## config.mk

```make
export PLATFORM = sky130hd
export DESIGN_NAME = sram_controller
export DESIGN_NICKNAME = d
export VERILOG_FILES = /design/src/rtl/arm_pkg.sv /design/src/rtl/sram_wait_counter.sv /design/src/rtl/sram_controller.sv
export SDC_FILE = /design/constraint.sdc
export NUM_CORES = 1
export LEC_CHECK = 0
export ABC_AREA = 0
export CAP_MARGIN = 10
export CELL_PAD_IN_SITES_DETAIL_PLACEMENT = 1
export CELL_PAD_IN_SITES_GLOBAL_PLACEMENT = 1
export CORE_ASPECT_RATIO = 1.1
export CORE_UTILIZATION = 35
export DETAILED_ROUTE_END_ITERATION = 7
export HOLD_SLACK_MARGIN = 0.02
export PLACE_DENSITY_LB_ADDON = 0.2
export SLEW_MARGIN = 5
export SYNTH_ARGS = -nofsm -noshare
export SYNTH_HDL_FRONTEND = slang
export SYNTH_SLANG_ARGS = --single-unit
```

## constraint.sdc

```tcl
create_clock -name clk -period 3.05 [get_ports clk]
set_clock_uncertainty 0.2 [all_clocks]
set_input_delay 0.61 -clock clk [delete_from_list [all_inputs] [get_ports clk]]
set_output_delay 0.61 -clock clk [all_outputs]
set_load 0.03 [all_outputs]
```

## src/rtl/arm_pkg.sv

```systemverilog
// Shared definitions for the SRAM controller.
//   state_t          : access sequencer states
//   *_DEF            : default values for the controller parameters
//   CNT_W            : wait-counter width (covers WAIT_CYCLES up to 15)
package arm_pkg;

  typedef enum logic [1:0] {
    IDLE = 2'd0,
    LO   = 2'd1,
    HI   = 2'd2,
    DONE = 2'd3
  } state_t;

  localparam int unsigned WAIT_CYCLES_DEF = 5;
  localparam int unsigned ADDR_BASE_DEF   = 1024;
  localparam int unsigned SRAM_AW_DEF     = 18;
  localparam int          CNT_W           = 4;

endpackage

```

## src/rtl/sram_wait_counter.sv

```systemverilog
// Loadable down-counter with zero flag; times each halfword phase.
// Ports:
//   clk, rst   : clock, asynchronous active-low reset
//   load       : load load_val (has priority over dec)
//   load_val   : value to load
//   dec        : decrement by one (saturates at zero)
//   zero       : count == 0
module sram_wait_counter
  import arm_pkg::*;
(
  input  logic             clk,
  input  logic             rst,
  input  logic             load,
  input  logic [CNT_W-1:0] load_val,
  input  logic             dec,
  output logic             zero
);

  logic [CNT_W-1:0] cnt;

  always_ff @(posedge clk or negedge rst) begin
    if (!rst) begin
      cnt <= '0;
    end else if (load) begin
      cnt <= load_val;
    end else if (dec && (cnt != '0)) begin
      cnt <= cnt - 1'b1;
    end
  end

  assign zero = (cnt == '0);

endmodule

```

## src/rtl/sram_controller.sv

```systemverilog
// MEM-stage responder: one 32-bit load/store per request, carried out as two
// 16-bit SRAM accesses (low halfword, then high halfword).
// Optional feature: define SRAM_CTRL_READ_BYPASS_EN for a one-entry last-read
// buffer that completes repeat loads in IDLE without touching the SRAM.
//
// State table:
//   IDLE | waiting for rd_en/wr_en
//   LO   | low halfword on the SRAM pins for WAIT_CYCLES cycles
//   HI   | high halfword on the SRAM pins for WAIT_CYCLES cycles
//   DONE | completion cycle, ready=1
//
// Ports:
//   clk, rst               : clock, asynchronous active-low reset
//   rd_en, wr_en           : load / store request (both high = store)
//   address, write_data    : byte address, store data
//   read_data              : load data, valid when ready completes a load
//   ready                  : 0 = stall the pipeline
//   sram_addr              : halfword address
//   sram_dq_out/in/oe      : SRAM data bus out / in / output enable
//   sram_we_n              : active-low write strobe
module sram_controller
  import arm_pkg::*;
#(
  parameter int unsigned WAIT_CYCLES = WAIT_CYCLES_DEF,
  parameter int unsigned ADDR_BASE   = ADDR_BASE_DEF,
  parameter int unsigned SRAM_AW     = SRAM_AW_DEF
) (
  input  logic               clk,
  input  logic               rst,
  input  logic               rd_en,
  input  logic               wr_en,
  input  logic [31:0]        address,
  input  logic [31:0]        write_data,
  output logic [31:0]        read_data,
  output logic               ready,
  output logic [SRAM_AW-1:0] sram_addr,
  output logic [15:0]        sram_dq_out,
  input  logic [15:0]        sram_dq_in,
  output logic               sram_dq_oe,
  output logic               sram_we_n
);

  state_t             state, state_nxt;
  logic               req, hit, start;
  logic               cnt_load, cnt_dec, cnt_zero;
  logic [31:0]        offset;
  logic [SRAM_AW-2:0] word, word_q;
  logic               op_wr;
  logic [15:0]        wdata_hi_q, rd_lo_q;
  logic [31:0]        rd_q, hit_data;
  logic               unused_offset;

  assign req    = rd_en | wr_en;
  assign offset = address - 32'(ADDR_BASE);
  assign word   = offset[SRAM_AW:2];
  assign unused_offset = &{1'b0, offset[31:SRAM_AW+1], offset[1:0]};
  assign start  = (state == IDLE) && req && !hit;

`ifdef SRAM_CTRL_READ_BYPASS_EN
  logic               buf_valid;
  logic [SRAM_AW-2:0] buf_word;
  logic [31:0]        buf_data;

  assign hit      = (state == IDLE) && rd_en && !wr_en && buf_valid && (buf_word == word);
  assign hit_data = buf_data;

  always_ff @(posedge clk or negedge rst) begin
    if (!rst) begin
      buf_valid <= 1'b0;
      buf_word  <= '0;
      buf_data  <= '0;
    end else if (start && wr_en) begin
      buf_valid <= 1'b0;
    end else if ((state == HI) && cnt_zero && !op_wr) begin
      buf_valid <= 1'b1;
      buf_word  <= word_q;
      buf_data  <= {sram_dq_in, rd_lo_q};
    end
  end
`else
  assign hit      = 1'b0;
  assign hit_data = '0;
`endif

  sram_wait_counter u_wait (
    .clk      (clk),
    .rst      (rst),
    .load     (cnt_load),
    .load_val (CNT_W'(WAIT_CYCLES - 1)),
    .dec      (cnt_dec),
    .zero     (cnt_zero)
  );

  always_comb begin
    state_nxt = state;
    cnt_load  = 1'b0;
    cnt_dec   = 1'b0;
    case (state)
      IDLE: if (start) begin
        state_nxt = LO;
        cnt_load  = 1'b1;
      end
      LO: if (cnt_zero) begin
        state_nxt = HI;
        cnt_load  = 1'b1;
      end else begin
        cnt_dec = 1'b1;
      end
      HI: if (cnt_zero) state_nxt = DONE;
          else          cnt_dec   = 1'b1;
      DONE: state_nxt = IDLE;
      default: state_nxt = IDLE;
    endcase
  end

  always_ff @(posedge clk or negedge rst) begin
    if (!rst) begin
      state       <= IDLE;
      op_wr       <= 1'b0;
      word_q      <= '0;
      wdata_hi_q  <= '0;
      rd_lo_q     <= '0;
      rd_q        <= '0;
      sram_addr   <= '0;
      sram_dq_out <= '0;
    end else begin
      state <= state_nxt;
      if (hit) rd_q <= hit_data;
      case (state)
        IDLE: if (start) begin
          op_wr      <= wr_en;
          word_q     <= word;
          wdata_hi_q <= write_data[31:16];
          sram_addr  <= {word, 1'b0};
          if (wr_en) sram_dq_out <= write_data[15:0];
        end
        LO: if (cnt_zero) begin
          sram_addr <= {word_q, 1'b1};
          if (op_wr) sram_dq_out <= wdata_hi_q;
          else       rd_lo_q     <= sram_dq_in;
        end
        // read_data changes only when the whole word is in, so it holds
        // the previous load's value for the full duration of a new load.
        HI: if (cnt_zero && !op_wr) rd_q <= {sram_dq_in, rd_lo_q};
        default: ;
      endcase
    end
  end

  // Strobe released on the last cycle of each phase to give data hold time.
  assign sram_dq_oe = op_wr && ((state == LO) || (state == HI));
  assign sram_we_n  = !(sram_dq_oe && !cnt_zero);
  assign ready      = hit || !(req && (state != DONE));
  assign read_data  = hit ? hit_data : rd_q;

endmodule

```

# ---- Word-level counts from Yosys, hierarchy flattened
# Index checks and enable logic that the tools add are counted.
dict set report word_totals {
  ff_bits 122
  input_bits 84
  out_inout_bits 69
  wordCells 64
}
dict set report op_classes {
  add_sub_neg 2
  n_eq_ne 9
  mux 19
  n_bitwise 2
  reduce_logical 23
}
# cell n
set ops {}
lappend ops {{16-bit 2-to-1 mux} 4}
lappend ops {{18-bit 2-to-1 mux} 2}
lappend ops {{18-bit one-hot mux with 2 select lines} 1}
lappend ops {{16-bit one-hot mux with 2 select lines} 1}
lappend ops {{19-bit by 11-bit subtractor with 19-bit output (second input constant)} 1}
lappend ops {{2-bit != test (second input constant)} 6}
lappend ops {{3-bit AND reduction} 3}
lappend ops {{4-bit 2-to-1 mux} 2}
lappend ops {{2-bit one-hot mux with 4 select lines} 1}
lappend ops {{1-bit logical AND} 6}
lappend ops {{2-bit 2-to-1 mux} 3}
lappend ops {{5-bit AND reduction} 1}
lappend ops {{2-bit equality test (second input constant)} 2}
lappend ops {{1-bit logical NOT} 4}
lappend ops {{4-bit logical NOT} 1}
lappend ops {{1-bit 2-to-1 mux} 4}
lappend ops {{2-bit AND reduction} 2}
lappend ops {{2-bit nonzero test} 2}
lappend ops {{4-bit nonzero test} 1}
lappend ops {{4-bit by 1-bit subtractor with 4-bit output (second input constant)} 1}
lappend ops {{2-bit by 1-bit equality test with 1-bit output (second input constant)} 1}
lappend ops {{2-bit logical NOT} 1}
lappend ops {{1-bit one-hot mux with 2 select lines} 1}
lappend ops {{2-bit OR reduction} 1}
lappend ops {{3 further kinds} 3}

# ---- Depth between registers and ports, before layout
# Gate-level depths: netlist of run 1.
dict set report depth {
  word_depth 6
  ltp_mapped 9
  depth_no_buf 6
}

# ---- Hierarchy
# From an unflattened synthesis of run 1, not the netlist that was laid out.
dict set report unflattened {
  cells_unflattened 412
  hier_area_um2 5261.3
}
# mod instances cells_per_inst area_each_um2 seq_area_each_um2
set modules_own_cells {}
lappend modules_own_cells {sram_controller 1 385 4991.0 2952.8}
lappend modules_own_cells {sram_wait_counter 1 27 270.3 100.1}

# ---- Worst setup path before layout of run 1
# Ideal clock, no wire load.
dict set report synth_path {
  kind {register to output}
  start {reg u_wait.cnt[0]}
  end {out sram_we_n}
  arrival_ns 1.388
  required_time_ns 2.240
  setup_slack_ns 0.852
  path_stages_with_launch 6
  path_buffers 1
  cell_sequence {dfrtp_1 > inv_1 > ha_1 > or3b_1 > buf_4 > nand3_1}
}
dict set report synth_between {
  elab_chain_cells 4
}
# element line
set synth_lines {}
lappend synth_lines {{start, declared} sram_wait_counter.sv:19} ;# logic [CNT_W-1:0] cnt;
lappend synth_lines {{start signal, assigned} sram_wait_counter.sv:25} ;# cnt <= load_val;
lappend synth_lines {{start signal, assigned} sram_wait_counter.sv:27} ;# cnt <= cnt - 1'b1;
lappend synth_lines {{4-bit logical NOT} sram_wait_counter.sv:31} ;# assign zero = (cnt == '0);
lappend synth_lines {{1-bit logical NOT} sram_controller.sv:152} ;# assign sram_we_n = !(sram_dq_oe && !cnt_zero);
lappend synth_lines {{1-bit logical AND} sram_controller.sv:152}
lappend synth_lines {{1-bit logical NOT} sram_controller.sv:152}
lappend synth_lines {{end, declared} sram_controller.sv:40} ;# output logic sram_we_n
# Every way passes these cells.

# ---- Worst setup path after layout of run 1
dict set report layout_path {
  start {in rd_en}
  end {out ready}
}
dict set report layout_between {
  elab_chain_cells 3
}
# element line
set layout_lines {}
lappend layout_lines {{start, declared} sram_controller.sv:30} ;# input logic rd_en,
lappend layout_lines {{1-bit bitwise OR} sram_controller.sv:53} ;# assign req = rd_en | wr_en;
lappend layout_lines {{1-bit logical AND} sram_controller.sv:153} ;# assign ready = hit || !(req && (state != DONE));
lappend layout_lines {{1-bit logical NOT} sram_controller.sv:153}
lappend layout_lines {{end, declared} sram_controller.sv:35} ;# output logic ready,
# Every way passes these cells.

==> results of run 1 <==
## worst min path at each step
stage,endpoint,depth (start not counted),start
2_1_floorplan,op_wr$_DFFE_PN0P_,0,rst
3_3_place_gp,word_q[6]$_DFFE_PN0P_,2,word_q[6]$_DFFE_PN0P_
3_5_place_dp,word_q[0]$_DFFE_PN0P_,2,word_q[0]$_DFFE_PN0P_
4_1_cts,word_q[0]$_DFFE_PN0P_,2,word_q[0]$_DFFE_PN0P_
5_1_grt,word_q[12]$_DFFE_PN0P_,2,word_q[12]$_DFFE_PN0P_
6_report,word_q[0]$_DFFE_PN0P_,2,word_q[0]$_DFFE_PN0P_
## power groups by stage
| stage | Clock [uW] | Sequential, uW | Combinational [uW] |
|---|---|---|---|
| after floorplan | 0 | 3710 | 1850 |
| after global placement | 0 | 2870 | 4140 |
| after detailed placement | 0 | 2930 | 4280 |
| after CTS | 1980 | 2910 | 4280 |
| after global routing | 2040 | 3010 | 4580 |
| final | 1930 | 2900 | 4200 |
## stage by stage
step	area [um^2]	hold slack [ns]	util, %	setup slack (ns)
6_report	7390	0.273	51.2	0.187
5_1_grt	7390	0.291	51.2	0.129
4_1_cts	7390	0.280	51.1	0.0413
3_5_place_dp	6800	0.267	47.1	0.177
3_3_place_gp	6800	0.258	47.1	0.189
2_1_floorplan	5200	0.114	-	0.852
## critical path: stages
cell             delay [ns]
clkdlybuf4s50_1        0.42
nor2_1                 0.21
or2_2                  0.15
clkdlybuf4s50_1        0.66
## cell type report
class / count / area, um^2
clock buffer: 24 / 482
sequential: 122 / 3050
tap: 192 / 240
inverter: 8 / 30.0
timing repair buffer: 150 / 1500
multi-input combinational: 307 / 2000
fill: 1527 / 7060
clock inverter: 8 / 92.6
## cells in the final DEF, fill, tap and decap left out, types with 3 or more instances in the layout
master and count:
a21oi_1 23, buf_4 11, clkbuf_1 4, clkbuf_16 17
clkbuf_8 3, clkdlybuf4s50_1 134, clkinv_2 5, dfrtp_1 122
ha_1 6, inv_1 8, mux2_2 49, mux2i_1 28
nand2_1 105, nand3_1 7, nor2_1 25, o211ai_1 4
o21ai_0 14, o21ai_1 12, xnor2_1 6
## flip-flops by register name, indices dropped and copies added, names as in the netlist
signal       cells
state            2
rd_lo_q         16
sram_dq_out     16
op_wr            1
u_wait.cnt       4
sram_addr       18
wdata_hi_q      16
read_data       32
word_q          17
## cell families after synthesis
kind of cell	Yosys count	share of synthesized area [%]
adder cells (fa/ha/maj)	7	1.68
AO/OA/AOI/OAI	60	6.39
buffers and inverters	31	3.37
multiplexers	77	16.0
XOR/XNOR	7	1.18
flip-flops	122	58.7
AND/OR/NAND/NOR	156	12.7
## repair_timing
item	in CTS	in global routing
gates cloned	0	0
endpoints found under the setup margin	1	1
resized for setup	1	1
hold buffers	1	0
hold endpoints to repair	39	0
pin swaps	0	0
## metal layers
| layer | wire length [um] | GRT usage [%] | part of all wire (%) |
|---|---|---|---|
| met5 | 0 | 0 | 0 |
| met4 | 149 | 8.37 | 1.2 |
| met3 | 667 | 5.11 | 5.3 |
| met2 | 6320 | 30.5 | 50 |
| met1 | 5440 | 21.1 | 43 |
==> tab_implementation.tex, run 1 <==
\begin{tabular}{lr}
\hline
Metric & Value \\
\hline
\multicolumn{2}{l}{\textbf{Routing}} \\
\quad Detail Route Antenna Nets & 0 \\
\quad Detail-routed net length per standard cell & between 15 and 20 um \\
\quad Vias per cell & approximately 4.8 \\
\quad Routed via count & 3924 \\
\quad Starting DRC count in detailed routing & a little under 90 \\
\quad Final wirelength & roughly 13000 um \\
\quad Detailed Routing Iterations Pass 1 & 4 \\
\quad Number of remaining DRC errors & 0 \\
\multicolumn{2}{l}{\textbf{STA}} \\
\quad Fin crit share & 93.9\% \\
\quad Unrepaired setup endpoints after global routing & false \\
\quad Slew HR & a little under three fifths \\
\quad Hold Vio Cnt, Final & 0 \\
\quad Final-report max-slew violation count & 0 \\
\quad Upper clock frequency limit & $\sim$0.35 GHz \\
\quad Transition time of the tightest slew-check pin & about 0.66 ns \\
\quad Total negative slack for setup checks & 0 ns \\
\quad Post-layout minimum cycle time & 2.86 ns \\
\quad Final-report setup violation count & 0 \\
\multicolumn{2}{l}{\textbf{Placed design}} \\
\quad DP HPWL & between 8000 and 9000 um \\
\quad Number of buffers inserted by port buffering & 137 \\
\quad DP Cell Count & just under 800 \\
\quad Last weighted congestion value of the routability-driven placer & 0.728 \\
\multicolumn{2}{l}{\textbf{Clock tree}} \\
\quad Clk\_lat worst skew & $\sim$0.4 ns \\
\quad Sinks on the clock net & around 120 \\
\quad H-tree lvl count & 4 \\
\quad Worst-path clk slew & 0.05 ns \\
\quad Master cell of the clock root buffer & clkbuf\_16 \\
\quad Post-CTS setup-driven buffer insertion count & 0 \\
\quad Number of buffers inserted during clock tree synthesis & 17 \\
\quad Number of buffers on the longest clock path & 2 \\
\quad TritonCTS clock tree & built \\
\multicolumn{2}{l}{\textbf{Yosys}} \\
\quad Post-synth cell types & 39 \\
\quad Number of enable-type register cells in the synthesized netlist & 0 \\
\quad Post-synthesis instance total & 460 \\
\quad YS warnings & 0 \\
\quad Post-synthesis async set-or-reset flop share & 100\% \\
\quad Prevailing post-synth register cell & dfrtp\_1 \\
\quad Number of synthesized register bits & $\sim$120 \\
\quad Proportion of synthesized chip area in sequential cells & between 50 and 60\% \\
\quad Combined area of all synthesized cells & 0.00520 mm\^{}2 \\
\quad Top cells by instance count after synthesis & 122 x dfrtp\_1, 105 x nand2\_1, 49 x mux2\_2 \\
\quad Dominant cell type by area after synthesis & dfrtp\_1 \\
\quad Cell types occupying the most area after synthesis & dfrtp\_1 59\%, mux2\_2 11\%, nand2\_1 7.6\% \\
\quad Avg Inst Size Synth & 11.3 um\^{}2 \\
\quad Synthesized netlist net count & around 550 \\
\quad Share of the synthesized area in the top cell type & 58.7\% \\
\quad Cell with the most instances after synthesis & dfrtp\_1 \\
\multicolumn{2}{l}{\textbf{Floorplanning}} \\
\quad Vertical extent of the die & about 130 um \\
\quad Effective utilization at floorplan & between 30\% and 40\% \\
\quad DIE AREA & about 0.015 mm\^{}2 \\
\quad Number of I/O pins & around 150 \\
\quad Number of standard-cell rows in the floorplan & 46 \\
\quad Placeable core region & between 0.01 and 0.015 mm\^{}2 \\
\quad Die X-Extent & 118 um \\
\multicolumn{2}{l}{\textbf{GRT}} \\
\quad Remaining global-route overflow & 0 \\
\quad Global-route wire length before repair & around 21000 um \\
\quad Number of global-route vias before repair & roughly 4.2k \\
\quad Initial antenna violation count & 0 \\
\quad Global Route Usage Sum & between 10\% and 20\% \\
\quad Maximum number of pins on one net before global-route repair & between 50 and 60 \\
\multicolumn{2}{l}{\textbf{Finish}} \\
\quad Fraction of final layout cells with drive strength greater than 1 & between 10\% and 20\% \\
\quad Layout area overhead & 42.0\% \\
\quad Diodes inserted & 0 \\
\quad Non-filler cells in the finished layout & roughly 810 \\
\quad Layout net count & 697 \\
\multicolumn{2}{l}{\textbf{Critical path}} \\
\quad Reg-to-Reg Start & state[1]\$\_DFFE\_PN0P\_ \\
\quad Startpoint Class & input port \\
\quad Minimum setup slack among reg-to-reg paths & $\sim$0.60 ns \\
\quad Worst path required time & approximately 2.2 ns \\
\quad Kind of critical path & in2out \\
\quad Worst-case reg-to-reg path depth & 7 \\
\quad Launching element of the worst setup path & rd\_en \\
\quad Arr. time, crit path & approximately 2 ns \\
\quad Setup crit end kind & primary output \\
\quad Maximum net fanout on the critical path & 2 \\
\quad Worst flop-to-flop path endpoint & sram\_addr[15]\$\_DFFE\_PN0P\_ \\
\quad Capturing element of the worst setup path & ready \\
\multicolumn{2}{l}{\textbf{Power and ir drop}} \\
\quad Combinational share of power & 46.5\% \\
\quad Sequential share of power & between 30 and 40\% \\
\quad Sw power & approximately 3500 uW \\
\quad Total power & approximately 9000 uW \\
\quad Power per standard cell area & approximately 1200 mW/mm\^{}2 \\
\quad Leakage dissipation & 0.00324 uW \\
\quad Max VDD drop & 0.502 mV \\
\quad Switching fraction of total power & around 39\% \\
\quad Internal power contribution & between 5000 and 6000 uW \\
\quad Part of the power in the clock network & between 20\% and 30\% \\
\multicolumn{2}{l}{\textbf{Outcome}} \\
\quad Status & finished clean \\
\multicolumn{2}{l}{\textbf{Min path}} \\
\quad Type of the most critical hold path & reg2reg \\
\multicolumn{2}{l}{\textbf{Job}} \\
\quad Max cap viols & 0 \\
\hline
\end{tabular}
Note: power is estimated with default switching activity, not from simulation.
==> run 2, diff against run 1 <==
--- a/config.mk
+++ b/config.mk
@@ -13,7 +13,8 @@
 export CORE_UTILIZATION = 35
 export DETAILED_ROUTE_END_ITERATION = 7
 export HOLD_SLACK_MARGIN = 0.02
-export PLACE_DENSITY_LB_ADDON = 0.2
+export MAX_ROUTING_LAYER = met4
+export PLACE_DENSITY_LB_ADDON = 0.1
 export SLEW_MARGIN = 5
 export SYNTH_ARGS = -nofsm -noshare
 export SYNTH_HDL_FRONTEND = slang
==> run 2 against run 1 <==
Compared with the run above:
- die area unchanged
- clock power down 2%
- global-route usage up 0.43 points
- count of clock-buffer cells in the layout down 4
- sequential share of layout area up 0.17 points
- core utilization down 0.21 points
- register-to-register slack better by 0.05 ns
- critical path type unchanged
- worst setup slack worse by 0.054 ns
- total power down 0.95%
- critical endpoint unchanged
- sequential power about the same
- wire length down 1.3%
- combinational power down 1%
==> tab_implementation.tex, run 2 (synthesis gave the netlist of run 1 again) <==
\begin{tabular}{lr}
\hline
Metric & Value \\
\hline
\multicolumn{2}{l}{\textbf{Outcome}} \\
\quad Status & finished clean \\
\multicolumn{2}{l}{\textbf{Clock tree}} \\
\quad TritonCTS clock tree & built \\
\quad Master cell of the clock root buffer & clkbuf\_16 \\
\quad Number of buffers on the longest clock path & 2 \\
\quad H-tree lvl count & 4 \\
\quad Number of buffers inserted during clock tree synthesis & 17 \\
\quad Worst-path clk slew & about 0.060 ns \\
\quad Post-CTS setup-driven buffer insertion count & 0 \\
\quad Clk\_lat worst skew & 0.41 ns \\
\quad Sinks on the clock net & approximately 120 \\
\multicolumn{2}{l}{\textbf{Job}} \\
\quad Max cap viols & 0 \\
\multicolumn{2}{l}{\textbf{Critical path}} \\
\quad Worst-case reg-to-reg path depth & 6 \\
\quad Kind of critical path & in2out \\
\quad Crit path largest cell delay & slightly below 0.7 ns \\
\quad Setup crit end kind & primary output \\
\quad Maximum net fanout on the critical path & 2 \\
\quad Sum of buffers and inverters on the critical path & 2 \\
\quad Cell with the biggest individual delay on the critical path & clkdlybuf4s50\_1 \\
\quad Cell repeated most along the worst path & clkdlybuf4s50\_1 \\
\quad Arr. time, crit path & 2.11 ns \\
\quad Worst path required time & roughly 2.2 ns \\
\quad Startpoint Class & input port \\
\quad Total stage count of the critical path & 4 \\
\quad Cells along the critical path & clkdlybuf4s50\_1, nor2\_1, or2\_2, clkdlybuf4s50\_1 \\
\quad Top delay family on crit path & buffers and inverters \\
\multicolumn{2}{l}{\textbf{STA}} \\
\quad Final-report setup violation count & 0 \\
\quad Hold Vio Cnt, Final & 0 \\
\quad Upper clock frequency limit & around 0.34 GHz \\
\quad Total negative slack for setup checks & 0 ns \\
\quad Final-report max-slew violation count & 0 \\
\quad Fin crit share & roughly 96\% \\
\quad Transition time of the tightest slew-check pin & slightly above 0.5 ns \\
\quad Slew HR & between 60\% and 70\% \\
\quad Unrepaired setup endpoints after global routing & false \\
\quad Post-layout minimum cycle time & a little under 3 ns \\
\multicolumn{2}{l}{\textbf{Floorplanning}} \\
\quad Number of standard-cell rows in the floorplan & between 40 and 50 \\
\quad Effective utilization at floorplan & between 30\% and 40\% \\
\quad Die X-Extent & 118 um \\
\quad Vertical extent of the die & 130 um \\
\quad Number of I/O pins & around 150 \\
\quad Placeable core region & 0.0144 mm\^{}2 \\
\quad DIE AREA & roughly 0.015 mm\^{}2 \\
\multicolumn{2}{l}{\textbf{Placed design}} \\
\quad DP HPWL & about 8500 um \\
\quad Number of buffers inserted by port buffering & between 100 and 150 \\
\quad Last weighted congestion value of the routability-driven placer & around 0.76 \\
\quad DP Cell Count & roughly 780 \\
\multicolumn{2}{l}{\textbf{Routing}} \\
\quad Detail-routed net length per standard cell & approximately 15 um \\
\quad Number of remaining DRC errors & 0 \\
\quad Detail Route Antenna Nets & 0 \\
\quad Routed via count & slightly below 4k \\
\quad Vias per cell & roughly 4.8 \\
\quad Starting DRC count in detailed routing & 151 \\
\quad Detailed Routing Iterations Pass 1 & 4 \\
\quad Final wirelength & between 10000 and 15000 um \\
\multicolumn{2}{l}{\textbf{Min path}} \\
\quad Type of the most critical hold path & reg2reg \\
\quad Number of cells on the worst hold path & 2 \\
\multicolumn{2}{l}{\textbf{Power and ir drop}} \\
\quad Power per standard cell area & roughly 1200 mW/mm\^{}2 \\
\quad Max VDD drop & roughly 0.44 mV \\
\quad Leakage dissipation & around 0.0032 uW \\
\multicolumn{2}{l}{\textbf{Finish}} \\
\quad Number of flip-flops under the largest register name & 32 \\
\quad Fill count & approximately 1.5k \\
\quad Diodes inserted & 0 \\
\quad Leading cell types in the layout, fill and taps excluded & 134 x clkdlybuf4s50\_1, 122 x dfrtp\_1, 105 x nand2\_1, 49 x mux2\_2, 28 x mux2i\_1 \\
\quad Layout area overhead & 41.4\% \\
\quad Non-filler cells in the finished layout & 810 \\
\quad Fraction of final layout cells with drive strength greater than 1 & 16.3\% \\
\quad Layout net count & 698 \\
\quad Most common library cell in the layout ignoring fill and taps & clkdlybuf4s50\_1 \\
\multicolumn{2}{l}{\textbf{GRT}} \\
\quad Initial antenna violation count & 0 \\
\quad Number of global-route vias before repair & 4238 \\
\quad Global-route wire length before repair & around 21000 um \\
\quad Remaining global-route overflow & 0 \\
\quad Global Route Usage Sum & a little under a fifth \\
\quad Maximum number of pins on one net before global-route repair & 63 \\
\hline
\end{tabular}
==> run 2: final timing paths <==
| path | start | endpoint | slack [ns] |
|---|---|---|---|
| worst min-delay path | word_q[3]$_DFFE_PN0P_ | word_q[3]$_DFFE_PN0P_ | 0.27 |
| min in group asynchronous | rst | rd_lo_q[8]$_DFFE_PN0P_ | 0.51 |
| max in group asynchronous | rst | wdata_hi_q[8]$_DFFE_PN0P_ | 1.42 |
| worst max-delay path | rd_en | ready | 0.13 |
| worst min register to register | word_q[3]$_DFFE_PN0P_ | word_q[3]$_DFFE_PN0P_ | 0.27 |
| worst max register to register | u_wait.cnt[0]$_DFFE_PN0P_ | sram_addr[12]$_DFFE_PN0P_ | 0.65 |
==> run 2: metal layers <==
metal	up-vias	wire [um]	track usage [%]
met4	0	207	7.69
met1	1891	5340	21.1
li1	1846	-	-
met2	100	6160	30.1
met3	16	715	5.42
met5	-	0	-
==> run 2: timing repair <==
item                       4_1_cts  5_1_grt
hold buffers                     1        0
setup endpoints to repair        1        1
gates resized for setup          1        1
hold endpoints to repair        37        0
==> run 2: stage by stage <==
stage                     area, um^2  total power, uW  hold WS, ns  worst slack (ns)  utilization (%)
final                           7360             8930        0.273             0.133             50.9
after global routing            7360             9570        0.298            0.0464             50.9
after CTS                       7360             9090        0.277            0.0384             50.9
after detailed placement        6800             7160        0.264            0.0871             47.1
after global placement          6800             6990        0.257            0.0924             47.1
after floorplan                 5200             5550        0.114             0.852                -
==> run 2: area by class of cell <==
class | instances | area (um^2) | area share [%]
repair buffers | 151 | 1490 | 20.2
multi-input cells | 307 | 2000 | 27.1
clock inverters | 10 | 103 | 1.39
well taps | 192 | 240 | 3.26
flip-flops and latches | 122 | 3050 | 41.5
clock buffers | 20 | 447 | 6.07
inverters | 8 | 30.0 | 0.408
==> run 2: power by group <==
| part | total [uW] | internal (uW) | leakage (uW) | switching, uW |
|---|---|---|---|---|
| combinational | 4160 | 1780 | 0.00151 | 2380 |
| clock | 1890 | 1200 | 0.000275 | 687 |
| sequential | 2890 | 2450 | 0.00145 | 435 |
| total | 8930 | 5430 | 0.00324 | 3500 |
==> run 2: worst reg2reg max path, cell delays in order (launching register included) <==
cell and delay, ns:
dfrtp_1 0.39, inv_1 0.09, ha_1 0.23, or3b_1 0.38, buf_4 0.19, a211oi_2 0.42, mux2_2 0.39
==> run 3, diff against run 2 <==
--- a/config.mk
+++ b/config.mk
@@ -15,6 +15,7 @@
 export HOLD_SLACK_MARGIN = 0.02
 export MAX_ROUTING_LAYER = met4
 export PLACE_DENSITY_LB_ADDON = 0.1
+export REMOVE_ABC_BUFFERS = 1
 export SLEW_MARGIN = 5
 export SYNTH_ARGS = -nofsm -noshare
 export SYNTH_HDL_FRONTEND = slang
==> run 3 against run 2 <==
Compared with the run above:
- worst setup slack better by 0.10 ns
- clock power up 13%
- combinational power up 1%
- die area unchanged
- highest routed layer unchanged
- count of clock-buffer cells in the layout down 1
- non-clock buffer count down 1
- sequential power about the same
- largest cell class unchanged
- fmax up 3.7%
- worst hold slack worse by 0.25 ns
- register-to-register slack better by 0.02 ns
- largest power group unchanged
- cell count up 0.12%
- first-iteration DRC count down 22%
==> tab_implementation.tex, run 3 (synthesis gave the netlist of run 1 again) <==
\begin{tabular}{lr}
\hline
Metric & Value \\
\hline
\multicolumn{2}{l}{\textbf{Finish}} \\
\quad Fill count & $\sim$1.5k \\
\quad Layout net count & between 600 and 700 \\
\quad Number of flip-flops under the largest register name & 32 \\
\quad Final instance area & between 0.007 and 0.008 mm\^{}2 \\
\quad Layout area overhead & 43.0\% \\
\quad Diodes inserted & 0 \\
\quad Fraction of final layout cells with drive strength greater than 1 & between 10\% and 20\% \\
\quad Final cell utilization of the core & between 50\% and 60\% \\
\quad Most common library cell in the layout ignoring fill and taps & clkdlybuf4s50\_1 \\
\quad Leading cell types in the layout, fill and taps excluded & 133 x clkdlybuf4s50\_1, 122 x dfrtp\_1, 105 x nand2\_1, 49 x mux2\_2, 28 x mux2i\_1 \\
\multicolumn{2}{l}{\textbf{Critical path}} \\
\quad Worst path required time & $\sim$2.2 ns \\
\quad Startpoint Class & flip-flop \\
\quad Kind of critical path & reg2out \\
\quad Arr. time, crit path & 2.00 ns \\
\quad Maximum net fanout on the critical path & 5 \\
\quad Setup crit end kind & primary output \\
\multicolumn{2}{l}{\textbf{Floorplanning}} \\
\quad Placeable core region & 0.0144 mm\^{}2 \\
\quad Effective utilization at floorplan & 36.0\% \\
\quad Number of I/O pins & 153 \\
\quad DIE AREA & between 0.015 and 0.02 mm\^{}2 \\
\quad Vertical extent of the die & 130 um \\
\quad Number of standard-cell rows in the floorplan & 46 \\
\quad Die X-Extent & between 100 and 150 um \\
\multicolumn{2}{l}{\textbf{Outcome}} \\
\quad Status & finished clean \\
\multicolumn{2}{l}{\textbf{Power and ir drop}} \\
\quad Total power & roughly 9200 uW \\
\quad Max VDD drop & $\sim$0.46 mV \\
\quad Leakage dissipation & 0.00326 uW \\
\quad Power per standard cell area & around 1200 mW/mm\^{}2 \\
\multicolumn{2}{l}{\textbf{Routing}} \\
\quad Detail Route Antenna Nets & 0 \\
\quad Number of remaining DRC errors & 0 \\
\quad Routed via count & slightly below 4k \\
\quad Vias per cell & 4.78 \\
\quad Detailed Routing Iterations Pass 1 & 4 \\
\quad Detail-routed net length per standard cell & roughly 16 um \\
\quad WL met3 & 662 um \\
\quad Final wirelength & roughly 13000 um \\
\quad Met2 routed WL & between 6000 and 7000 um \\
\quad Starting DRC count in detailed routing & 118 \\
\quad Routed metal-1 wirelength & 5340 um \\
\quad Top routing layer used & met4 \\
\multicolumn{2}{l}{\textbf{STA}} \\
\quad Fin crit share & approximately 92\% \\
\quad Slew HR & 58.9\% \\
\quad Final-report setup violation count & 0 \\
\quad Transition time of the tightest slew-check pin & between 0.6 and 0.7 ns \\
\quad Worst hold slack & around 0.018 ns \\
\quad Upper clock frequency limit & approximately 0.36 GHz \\
\quad Unrepaired setup endpoints after global routing & false \\
\quad Post-layout minimum cycle time & 2.81 ns \\
\quad Hold Vio Cnt, Final & 0 \\
\quad Final-report max-slew violation count & 0 \\
\multicolumn{2}{l}{\textbf{Placed design}} \\
\quad Number of buffers inserted by port buffering & 137 \\
\quad Placed Instance Area & 0.00680 mm\^{}2 \\
\quad Last weighted congestion value of the routability-driven placer & between 0.7 and 0.8 \\
\quad DP HPWL & $\sim$8800 um \\
\multicolumn{2}{l}{\textbf{GRT}} \\
\quad Number of global-route vias before repair & between 4k and 5k \\
\quad Remaining global-route overflow & 0 \\
\quad Initial antenna violation count & 0 \\
\quad Global-route wire length before repair & between 20000 and 25000 um \\
\quad Global Route Usage Sum & between 10\% and 20\% \\
\quad Maximum number of pins on one net before global-route repair & 60 \\
\multicolumn{2}{l}{\textbf{Clock tree}} \\
\quad Hold-fix buffers, CTS & 0 \\
\quad Worst-path clk slew & around 0.05 ns \\
\quad TritonCTS clock tree & built \\
\quad H-tree lvl count & 4 \\
\quad Master cell of the clock root buffer & clkbuf\_16 \\
\quad Number of buffers on the longest clock path & 2 \\
\quad Sinks on the clock net & approximately 120 \\
\quad Clk\_lat worst skew & 0.40 ns \\
\quad Number of buffers inserted during clock tree synthesis & 17 \\
\quad Post-CTS setup-driven buffer insertion count & 0 \\
\multicolumn{2}{l}{\textbf{Job}} \\
\quad Max cap viols & 0 \\
\multicolumn{2}{l}{\textbf{Min path}} \\
\quad Type of the most critical hold path & in2async \\
\hline
\end{tabular}
run 3: changes by cell type in the layout (fill, tap and decap cells not counted), sizes merged:
cell           change
buf                +1
clkinv             -2
dlygate4sd3        -1
clkdlybuf4s50      -1
clkinvlp           +3
clkbuf             -1
bufinv             +2
run 3: layout make-up:
type,count,area [um^2],area share [%]
Sequential cell,122,3050,41.0
Inverter,8,30.0,0.403
Tap cell,192,240,3.23
Timing Repair Buffer,150,1480,19.8
Clock buffer,19,453,6.08
Clock inverter,13,194,2.61
Multi-Input combinational cell,307,2000,26.8
run 3: worst paths after layout:
check                                          start                        end  slack (ns)  cells past startpoint
max                        u_wait.cnt[0]$_DFFE_PN0P_                  sram_we_n        0.24                      5
min                                              rst  sram_addr[16]$_DFFE_PN0P_        0.02                      1
max reg2reg                u_wait.cnt[0]$_DFFE_PN0P_     rd_lo_q[9]$_DFFE_PN0P_        0.67                      7
min reg2reg                wdata_hi_q[8]$_DFFE_PN0P_  wdata_hi_q[8]$_DFFE_PN0P_        0.27                      2
max in group asynchronous                        rst   sram_addr[5]$_DFFE_PN0P_        1.90                      2
min in group clk           wdata_hi_q[8]$_DFFE_PN0P_  wdata_hi_q[8]$_DFFE_PN0P_        0.27                      2
run 3: routing by layer:
| layer | global-route usage, % | vias to the layer above |
|---|---|---|
| li1 | - | 1851 |
| met1 | 21.2 | 1918 |
| met2 | 31.1 | 91 |
| met3 | 4.94 | 14 |
| met4 | 7.01 | 0 |
| met5 | - | - |
run 3: stage by stage:
| stage | setup WS (ns) | instances | setup TNS (ns) |
|---|---|---|---|
| 2_1_floorplan | -0.663 | 437 | -11.26 |
| 6_report | 0.237 | 811 | 0 |
| 3_5_place_dp | 0.315 | 779 | 0 |
| 4_1_cts | 0.0346 | 811 | 0 |
| 5_1_grt | 0.106 | 811 | 0 |
| 3_3_place_gp | 0.346 | 779 | 0 |
run 3: power by group:
group	switching [uW]	total (uW)	leakage [uW]	internal [uW]
clock	722	2140	0.000302	1420
combinational	2420	4220	0.00151	1800
sequential	440	2890	0.00145	2450
total	3580	9250	0.00326	5670
run 3: what timing repair did:
action                                  4_1_cts  5_1_grt
endpoints found under the hold margin         0        0
endpoints found under the setup margin        1        1
resized for setup                             1        1
gates cloned                                  0        0
run 3: worst max-delay path, cell delays in order (launching register included):
cell           delay (ns)
dfrtp_1              0.39
inv_1                0.08
ha_1                 0.23
or3b_1               0.38
nand3_1              0.11
dlygate4sd2_1        0.41
